## config.mk

```make
export PLATFORM = sky130hd
export DESIGN_NAME = hamming_serial_decoder
export DESIGN_NICKNAME = d
export VERILOG_FILES = /design/src/rtl/hamming_pkg.sv /design/src/rtl/hamming_secded_check.sv /design/src/rtl/hamming_serial_decoder.sv
export SDC_FILE = /design/constraint.sdc
export NUM_CORES = 1
export LEC_CHECK = 0
export CAP_MARGIN = 10
export CORE_MARGIN = 4
export CORE_UTILIZATION = 40
export DETAILED_ROUTE_END_ITERATION = 8
export GPL_ROUTABILITY_DRIVEN = 0
export RECOVER_POWER = 25
export SYNTH_ARGS = -nofsm -noshare
export SYNTH_HDL_FRONTEND = slang
export SYNTH_SLANG_ARGS = --single-unit
```

## constraint.sdc

```tcl
create_clock -name clk -period 2.6 [get_ports clk]
set_clock_uncertainty 0.2 [all_clocks]
set_input_delay 0.39 -clock clk [delete_from_list [all_inputs] [get_ports clk]]
set_output_delay 0.39 -clock clk [all_outputs]
set_load 0.02 [all_outputs]
```

## src/rtl/hamming_pkg.sv

```systemverilog
// Shared constants and types for the serial SECDED Hamming(8,4) decoder.
// Codeword positions are numbered 1..8 in wire order; position 1 lands in the word MSB.
package hamming_pkg;

    localparam int CW_W   = 8;
    localparam int DATA_W = 4;

    localparam int POS_P1 = 1;
    localparam int POS_P2 = 2;
    localparam int POS_D1 = 3;
    localparam int POS_P4 = 4;
    localparam int POS_D2 = 5;
    localparam int POS_D3 = 6;
    localparam int POS_D4 = 7;
    localparam int POS_P8 = 8;

    // Bit index inside the assembled word for each codeword position
    localparam int IDX_P1 = CW_W - POS_P1;
    localparam int IDX_P2 = CW_W - POS_P2;
    localparam int IDX_D1 = CW_W - POS_D1;
    localparam int IDX_P4 = CW_W - POS_P4;
    localparam int IDX_D2 = CW_W - POS_D2;
    localparam int IDX_D3 = CW_W - POS_D3;
    localparam int IDX_D4 = CW_W - POS_D4;
    localparam int IDX_P8 = CW_W - POS_P8;

    typedef logic [2:0] syndrome_t;

    typedef enum logic [1:0] {
        ERR_NONE,
        ERR_SINGLE,
        ERR_DOUBLE
    } err_kind_t;

endpackage

```

## src/rtl/hamming_secded_check.sv

```systemverilog
// Combinational SECDED check: syndrome, overall parity, single-bit correction
// and data extraction for one Hamming(8,4) codeword.
module hamming_secded_check
    import hamming_pkg::*;
(
    input  logic [CW_W-1:0]   word,
    output syndrome_t         syndrome,
    output err_kind_t         err_kind,
    output logic [DATA_W-1:0] data
);

    logic            s1, s2, s4, par;
    logic [CW_W-1:0] flip;
    logic [CW_W-1:0] fixed;

    always_comb begin
        s1  = word[IDX_P1] ^ word[IDX_D1] ^ word[IDX_D2] ^ word[IDX_D4];
        s2  = word[IDX_P2] ^ word[IDX_D1] ^ word[IDX_D3] ^ word[IDX_D4];
        s4  = word[IDX_P4] ^ word[IDX_D2] ^ word[IDX_D3] ^ word[IDX_D4];
        par = (^word[CW_W-1:1]) ^ word[IDX_P8];
        syndrome = {s4, s2, s1};

        // Position S sits at bit CW_W-S, i.e. MSB shifted right by S-1
        flip = '0;
        if ((syndrome != 3'd0) && par)
            flip = 8'h80 >> (syndrome - 3'd1);
        fixed = word ^ flip;

        if (!par && (syndrome == 3'd0))
            err_kind = ERR_NONE;
        else if (par)
            err_kind = ERR_SINGLE;
        else
            err_kind = ERR_DOUBLE;

        data = {fixed[IDX_D1], fixed[IDX_D2], fixed[IDX_D3], fixed[IDX_D4]};
    end

endmodule

```

## src/rtl/hamming_serial_decoder.sv

```systemverilog
// Serial SECDED Hamming(8,4) decoder: shifts in 8-bit codewords, corrects/flags
// errors, and shifts the 4 data bits out with double-buffered receive/transmit.
module hamming_serial_decoder
    import hamming_pkg::*;
(
    input  logic      clk,
    input  logic      rst,
    input  logic      serial_in,
    input  logic      write,
    output logic      serial_out,
    output logic      out_valid,
    output logic      err_single,
    output logic      err_double,
    output syndrome_t syndrome
);

    localparam logic [2:0] RX_LAST = 3'(CW_W - 1);

    // Handshake: write is a valid-only qualifier (no ready); every write=1 cycle
    // consumes one bit, and out_valid marks each data bit with no back-pressure.
    logic [2:0]        rx_cnt;
    logic [CW_W-2:0]   rx_sr;
    logic [CW_W-1:0]   cw_hold;
    logic              cw_rdy;
    logic [DATA_W-1:0] tx_sr;
    logic [2:0]        tx_left;

    syndrome_t         chk_syndrome;
    err_kind_t         chk_kind;
    logic [DATA_W-1:0] chk_data;

    hamming_secded_check u_check (
        .word     (cw_hold),
        .syndrome (chk_syndrome),
        .err_kind (chk_kind),
        .data     (chk_data)
    );

    always_ff @(posedge clk or posedge rst) begin
        if (rst) begin
            rx_cnt  <= '0;
            rx_sr   <= '0;
            cw_hold <= '0;
            cw_rdy  <= 1'b0;
        end else begin
            cw_rdy <= write && (rx_cnt == RX_LAST);
            if (write) begin
                rx_sr <= {rx_sr[CW_W-3:0], serial_in};
                if (rx_cnt == RX_LAST) begin
                    cw_hold <= {rx_sr, serial_in};
                    rx_cnt  <= '0;
                end else begin
                    rx_cnt <= rx_cnt + 3'd1;
                end
            end
        end
    end

    // tx_left counts bits still to present, including the one on serial_out
    always_ff @(posedge clk or posedge rst) begin
        if (rst) begin
            tx_sr      <= '0;
            tx_left    <= '0;
            err_single <= 1'b0;
            err_double <= 1'b0;
            syndrome   <= '0;
        end else if (cw_rdy) begin
            tx_sr      <= chk_data;
            tx_left    <= 3'(DATA_W);
            err_single <= (chk_kind == ERR_SINGLE);
            err_double <= (chk_kind == ERR_DOUBLE);
            syndrome   <= chk_syndrome;
        end else if (tx_left != 3'd0) begin
            tx_sr   <= {tx_sr[DATA_W-2:0], 1'b0};
            tx_left <= tx_left - 3'd1;
        end
    end

    assign out_valid  = (tx_left != 3'd0);
    assign serial_out = out_valid & tx_sr[DATA_W-1];

endmodule

```

* After elaboration in Yosys (flattened, before gate mapping)
Index checks and enable logic that the tools add are counted.
W data, S select, Z words.
** Storage, ports and cells
- Flip-flop bits (word level) :: 31
- Input port bits :: 4
- Output and inout bits :: 7
- Word-level logic and storage cells :: 46
** Operators by class
- $add $sub $neg :: 3
- Equality and inequality tests :: 3
- Shift operators :: 1
- Mux-type cells :: 8
- Bitwise logic cells :: 12
- Reduce and logical (&&, ||, !) cells :: 10
** Operator list (count)
- $xor A1 B1 Y1 :: 10
- $mux W3 :: 3
- $mux W4 :: 2
- $shr A8 B3 Y6 const A :: 1
- $reduce_xor A7 Y1 :: 1
- $mux W6 :: 1
- $reduce_bool A3 Y1 :: 2
- $sub A3 B1 Y3 const B :: 2
- $xor A6 B6 Y6 :: 1
- $mux W2 :: 2
- $add A3 B1 Y3 const B :: 1
- $eq A3 B3 Y1 const B :: 1
- $logic_and A1 B1 Y1 :: 3
- $logic_not A3 Y1 :: 1
- $eq A2 B1 Y1 const B :: 1
- $eq A2 B2 Y1 const B :: 1
- $reduce_and A2 Y1 :: 1
- $reduce_bool A2 Y1 :: 1
- $and A1 B1 Y1 :: 1
- $logic_not A1 Y1 :: 1

* Longest topological paths before layout
- Depth in word-level cells :: 8
- Gate-level depth with buffers :: 7
- Gate-level depth less buffers :: 6

* Cells and area by module
From an unflattened synthesis, not the netlist that was laid out.
** Second synthesis, totals
- Cells, all modules :: 125
- Area, all modules :: 1544.0 um2
** Modules (own cells, without submodules)
- hamming_serial_decoder :: instances 1, cells an instance 93, area an instance 1291.2 um2, sequential area each 775.7 um2
- hamming_secded_check :: instances 1, cells an instance 32, area an instance 252.7 um2, sequential area each 0.0 um2

* Worst setup path after synthesis
Ideal clock, no wire load.
- Kind :: register to output
- Start point :: reg tx_left[0]
- End point :: out serial_out
- Data arrival time :: 1.366 ns
- Data required time :: 2.010 ns
- Path slack :: 0.644 ns
- Cell stages (with the launch flop) :: 6
- Cell sequence :: dfrtp_1 -> inv_1 -> ha_1 -> nand2b_1 -> clkbuf_1 -> and2_1
** Between the ends
- Longest elaborated chain between the ends :: 2
** RTL lines
- start: declaration :: RTL line hamming_serial_decoder.sv:26 : logic [2:0] tx_left;
- start signal: assignment :: RTL line hamming_serial_decoder.sv:69 : tx_left <= 3'(DATA_W);
- start signal: assignment :: RTL line hamming_serial_decoder.sv:75 : tx_left <= tx_left - 3'd1;
- $reduce_bool A3 Y1 :: RTL line hamming_serial_decoder.sv:79 : assign out_valid = (tx_left != 3'd0);
- net out_valid :: RTL line hamming_serial_decoder.sv:11 : output logic out_valid,
- $and A1 B1 Y1 :: RTL line hamming_serial_decoder.sv:80 : assign serial_out = out_valid & tx_sr[DATA_W-1];
- end: declaration :: RTL line hamming_serial_decoder.sv:10 : output logic serial_out,
The timed path passes the listed nets, and every way through them passes these cells.

* Worst setup path after layout
- Start point :: reg tx_left[0]
- End point :: out serial_out
** Between the ends
- Longest elaborated chain between the ends :: 2
** RTL lines (RTL line)
- $reduce_bool A3 Y1 :: hamming_serial_decoder.sv:79
- $and A1 B1 Y1 :: hamming_serial_decoder.sv:80
No other way between the ends.

==> flow_metrics.env <==
export IMPL_status="finished with violations"
export IMPL_violations="max-capacitance violations, max-slew violations"
export IMPL_reg2reg_to="tx_sr[0]"
export IMPL_grt_max_degree=32
export IMPL_antenna_found_initial=0
export IMPL_seq_area_um2=775.7
export IMPL_yosys_warnings=0
export IMPL_worstPathArrival_ns=1.85
export IMPL_drt_first_pass_iters=4
export IMPL_coreArea_um2=3716
export IMPL_fin_nets=150
export IMPL_initial_core_util=0.4222
export IMPL_final_cells=191
export IMPL_fmax_mhz=409.1
export IMPL_synthCells=130
export IMPL_clock_sinks=31
export IMPL_synth_distinct_cells=29
export IMPL_drtAntennaViolNets=0
export IMPL_syn_avg_cell_area_um2=12.07
export IMPL_finalCritPeriodShare=0.9403
export IMPL_hold_buffers=0
export IMPL_dp_cells=183
export IMPL_yosysTopAreaCellShare=0.4944
export IMPL_htree_levels=2
export IMPL_cp_start_kind="flop"
export IMPL_grt_pass1_wl_um=4298
export IMPL_grt_usage=0.1098
export IMPL_gr_total_overflow=0
export IMPL_multiInputGateArea_um2=740.7
export IMPL_setup_violations=0
export IMPL_avgViaCountPerCell=4.885
export IMPL_period_needed_ns=2.445
export IMPL_die_area_um2=4989
export IMPL_setup_tns_final_ns=0
export IMPL_area_growth_pct=16.27
export IMPL_critPathCapture="serial_out"
export IMPL_drt_iter0_markers=49
export IMPL_rsz0062_at_grt="false"
export IMPL_numCtsBuffers=5
export IMPL_die_w_um=70.63
export IMPL_power_leakage_nw=0.7909
export IMPL_hp_class="reg2reg"
export IMPL_peakVddDrop_mv=0.6470
export IMPL_dp_hpwl_um=1698
export IMPL_path_clk_slew_ns=0.07
export IMPL_drt_wl_total_um=2375
export IMPL_r2r_start="cw_hold[1]"
export IMPL_ff2ff_path_depth=5
export IMPL_clk_latency_ns=0.29
export IMPL_synth_nets=138
export IMPL_wire_per_inst_um=12.43
export IMPL_power_density_nw_per_um2=1516
export IMPL_holdWs_ns=0.2915
export IMPL_rows=22
export IMPL_ioPinCount=11
export IMPL_maxCapViolCount=1
export IMPL_reg2reg_slack_ns=0.38
export IMPL_io_buffers=10
export IMPL_synth_top_area_cell="dfrtp_1"
export IMPL_endpoint_kind="output port"
export IMPL_synth_area_leaders="dfrtp_1 (49%), mux2_2 (15%), xnor2_1 (5.6%), xor2_1 (3.3%), ha_1 (3.2%)"
export IMPL_max_slew_margin=-0.08584
export IMPL_num_vias=933
export IMPL_clockRootBuffer="clkbuf_8"
export IMPL_layout_drive_gt1_share=0.2587
export IMPL_yosysSeqAreaShare=0.4944
export IMPL_diodes=0
export IMPL_die_h_um=70.63
export IMPL_required_ns=2.01
export IMPL_final_hold_violation_count=0
export IMPL_ys_seq_elements=31
export IMPL_crit_type="reg2out"
export IMPL_fin_util=0.4909
export IMPL_syn_area_um2=1569
export IMPL_worstMarginPinSlew_ns=1.629
export IMPL_drc=0
export IMPL_cp_max_fo=9
export IMPL_clock_path_buffers=2
export IMPL_startpoint="tx_left[0]"
export IMPL_drv_slew=32
export IMPL_n_fill_cell=358
export IMPL_cts_tree="yes"
export IMPL_grt_pass1_vias=946
==> cells in the mapped netlist, drive strengths merged <==
cell     count
a211oi       4
a21o         1
a21oi        8
a31oi        1
and2         1
and3         1
buf          3
clkbuf       4
dfrtp       31
ha           4
inv          5
mux2        21
nand2        1
nand2b       2
nand3        4
nand4bb      1
nor2        11
nor3         2
nor3b        1
o211ai       1
o31ai        1
or3          3
xnor2       13
xor2         6
==> worst min-delay path by stage <==
| stage | from | endpoint | slack (ns) | depth (start not counted) |
|---|---|---|---|---|
| final | tx_left[2] | tx_left[2] | 0.29 | 1 |
| after global routing | tx_left[2] | tx_left[2] | 0.32 | 1 |
| after CTS | rst | tx_left[0] | 0.28 | 3 |
| after detailed placement | tx_left[2] | tx_left[2] | 0.28 | 1 |
| after global placement | tx_left[2] | tx_left[2] | 0.26 | 1 |
| after floorplan | tx_left[2] | tx_left[2] | 0.24 | 1 |
==> flip-flops by register name, summed over array words and instances, names as in the netlist <==
| name | count |
|---|---|
| rx_cnt | 3 |
| syndrome | 3 |
| tx_sr | 4 |
| rx_sr | 7 |
| err_single | 1 |
| cw_rdy | 1 |
| cw_hold | 8 |
| err_double | 1 |
| tx_left | 3 |
==> cell usage in the layout, fill, tap and decap left out <==
cell type,synthesis,layout
dfrtp_1,31,31
mux2_2,21,21
nor2_1,11,11
xnor2_1,10,10
clkdlybuf4s50_1,0,10
a21oi_1,8,8
xor2_1,6,6
clkbuf_8,0,6
inv_1,5,5
nand3_1,4,4
ha_1,4,4
nor3_1,2,2
xnor2_2,2,2
a211oi_1,2,2
or3_1,2,2
a211oi_2,2,2
nand2_1,1,1
o31ai_1,1,1
and3_1,1,1
xnor2_4,1,1
o211ai_1,1,1
nand2b_2,0,1
and2_1,1,1
nand4bb_1,1,1
nand2b_1,2,1
a31oi_1,1,1
nor3b_1,1,1
a21o_1,1,1
or3_4,1,1
clkinv_2,0,1
bufinv_16,0,1
clkbuf_1,4,1
buf_4,0,1
==> critical path: stages, from the launching register on <==
cell             delay, ns
dfrtp_1               0.36
inv_1                 0.07
ha_1                  0.22
nand2b_2              0.17
and2_1                0.15
clkdlybuf4s50_1       0.59
==> routing by layer <==
layer | vias to the layer above | global-route usage | routed length [um]
met1 | 444 | 0.1307 | 1044
met2 | 13 | 0.1726 | 1163
li1 | 470 | - | -
met3 | 6 | 0.03409 | 104
met4 | 0 | 0.06889 | 62
met5 | - | 0 | 0
==> layout make-up <==
type | count | share of cell area
multi-input combinational | 87 | 0.4060
tap | 48 | 0.03292
timing repair buffer | 12 | 0.06104
inverter | 5 | 0.01029
clock inverter | 2 | 0.01920
clock buffer | 6 | 0.04527
sequential | 31 | 0.4252
==> stage by stage <==
stage	total power, mW	cell area (um^2)	setup WS (ns)
global route	2.986	1824	0.07870
CTS	2.806	1826	0.02017
floorplan	2.033	1569	0.6444
finish	2.765	1824	0.1553
detailed placement	2.300	1708	0.3469
global placement	2.242	1708	0.3964
==> repair_timing <==
action | in CTS | in global routing
endpoints found under the setup margin | 0 | 1
resized for setup | 0 | 1
buffers inserted | 0 | 0
==> kinds of logic after synthesis <==
kind of cell | count (synthesis) | share of synthesized area
simple gates | 27 | 0.09091
buf+inv | 12 | 0.03509
fa+ha+maj | 4 | 0.03190
flops | 31 | 0.4944
mux | 21 | 0.1507
xor+xnor | 19 | 0.1276
compound gates | 16 | 0.06938
==> power breakdown <==
part	switching, mW	internal, mW
registers	0.185	0.684
clock network	0.180	0.310
logic	0.710	0.696
total	1.08	1.69
Power figures use the tool's default switching activity.
==> variant, RTL diff (same flow settings) <==
The package constant `CW_W` goes from 8 to 16.
--- a/src/rtl/hamming_pkg.sv
+++ b/src/rtl/hamming_pkg.sv
@@ -2,7 +2,7 @@
 // Codeword positions are numbered 1..8 in wire order; position 1 lands in the word MSB.
 package hamming_pkg;
 
-    localparam int CW_W   = 8;
+    localparam int CW_W   = 16;
     localparam int DATA_W = 4;
 
     localparam int POS_P1 = 1;
Check against the original RTL: not equivalent (Yosys sat finds a counterexample within 10 cycles, from zero or initial values and one cycle with rst high).
==> variant against the unedited design <==
- sequential cell count is 14 higher
- sequential power increased by 38%
- power rose by 4.8%
- area after synthesis rose by 23%
- non-clock buffer count rose by 1
- wire length up 17%
- final area grew 20%
- setup slack improved by 0.025 ns
- via count grew 12%
- critical path type unchanged
- largest cell class unchanged
==> variant: results (changes against the unedited design) <==
Final layout
  – Final nets: 164 (+9.3%)
  – Signal buffers: 13 (+1)
  – Regs by FF count: rx_sr: 15 flops, cw_hold: 14 flops, tx_sr: 4 flops
  – Seq area share: 0.514 (+0.0885)
  – CLK BUF: 7 (+1)
  – Multi-input gates: 84 (-3.4%)
  – Seq_cells: 45 (+45%)
  – Clock network area share: 0.0462 (-0.0182)
  – Fillers: 407 (+14%)
  – Ratio of cells with drive above 1 in the final layout: 0.280 (+0.0215)
  – Number of non-clock inverters: 7 (+2)
  – Multi-input combinational area share: 0.344 (-0.0624)

Power
  – VDD IR-drop max: 0.472 mV (-27%)
  – Seq. pwr: 1.20 mW (+38%)
  – Leak pwr: 0.998 nW (+26%)
  – Comb group: 1.23 mW (-13%)

Global route
  – Vias in the first global route: 1,117 (+18%)
  – Largest net degree at the start of global routing: 46 (+44%)
  – Met2 GRT Util: 0.169 (-0.00330)
  – First-pass GRT wire length: 5150 µm (+20%)
  – Routing usage on met3: 0.0347 (+0.000631)
  – GRT Util Overall: 0.109 (-0.00124)

Route
  – Final WL: 2790 µm (+17%)
  – WL met1: 1360 µm (+31%)
  – Met3 WL: 82 µm (-21%)
  – Met2 wire len: 1280 µm (+10%)
  – Vias: 1,046 (+12%)
  – Drt pass-1 iters: 3 (-1)

Synthesis
  – Post-synthesis adder-cell area fraction: 0.0260 (-0.00592)
  – Top post-synthesis cells by area: dfrtp_1, mux2_2, xnor2_1
  – Post-Synth XOR/XNOR Area: 0.0909 (-0.0367)
  – Share of the yosys chip area belonging to registers: 0.584 (+0.0900)
  – Post-synthesis mux area share: 0.197 (+0.0460)
  – Number of distinct library cells after synthesis: 22 (-24%)
  – Top post-synthesis cells by count: dfrtp_1, mux2_2, xnor2_1
  – Area fraction in compound gates after synthesis: 0.0422 (-0.0272)
  – Syn nets: 150 (+8.7%)

Critical path
  – Critical Path AT: 1.83 ns (-0.02 ns)
  – Critical R2R Launch: rx_cnt[0]
  – Worst Path Max Fanout: 6 (-3)
  – Flop2flop setup slack: 0.55 ns (+0.17 ns)
  – Reg2Reg Depth: 4 (-1)

STA
  – Worst hold margin: 0.289 ns (-0.00279 ns)
  – Slew @ Worst Pin: 1.08 ns (-0.551 ns)

Placed design
  – Dpl hpwl: 1920 µm (+13%)

Status
  – Status: complete, no violations
-- variant: per-stage QoR --
step | instances | utilization | power (mW) | cell area [µm²] | worst slack (ns)
after global routing | 209 | 0.487 | 3.12 | 2190 | 0.0696
after floorplan | 142 | - | 2.17 | 1930 | 0.609
after global placement | 201 | 0.464 | 2.43 | 2090 | 0.488
final | 209 | 0.487 | 2.90 | 2190 | 0.181
after detailed placement | 201 | 0.464 | 2.46 | 2090 | 0.430
after CTS | 209 | 0.487 | 2.94 | 2190 | 0.0871
-- variant: worst max path at each step --
stage | start | cells past startpoint | slack [ns] | endpoint
2_1_floorplan | tx_left[0] | 5 | 0.61 | serial_out
3_3_place_gp | tx_left[0] | 5 | 0.49 | serial_out
6_report | tx_left[0] | 5 | 0.18 | serial_out
4_1_cts | tx_left[0] | 5 | 0.09 | serial_out
5_1_grt | tx_left[0] | 5 | 0.07 | serial_out
3_5_place_dp | tx_left[0] | 5 | 0.43 | serial_out
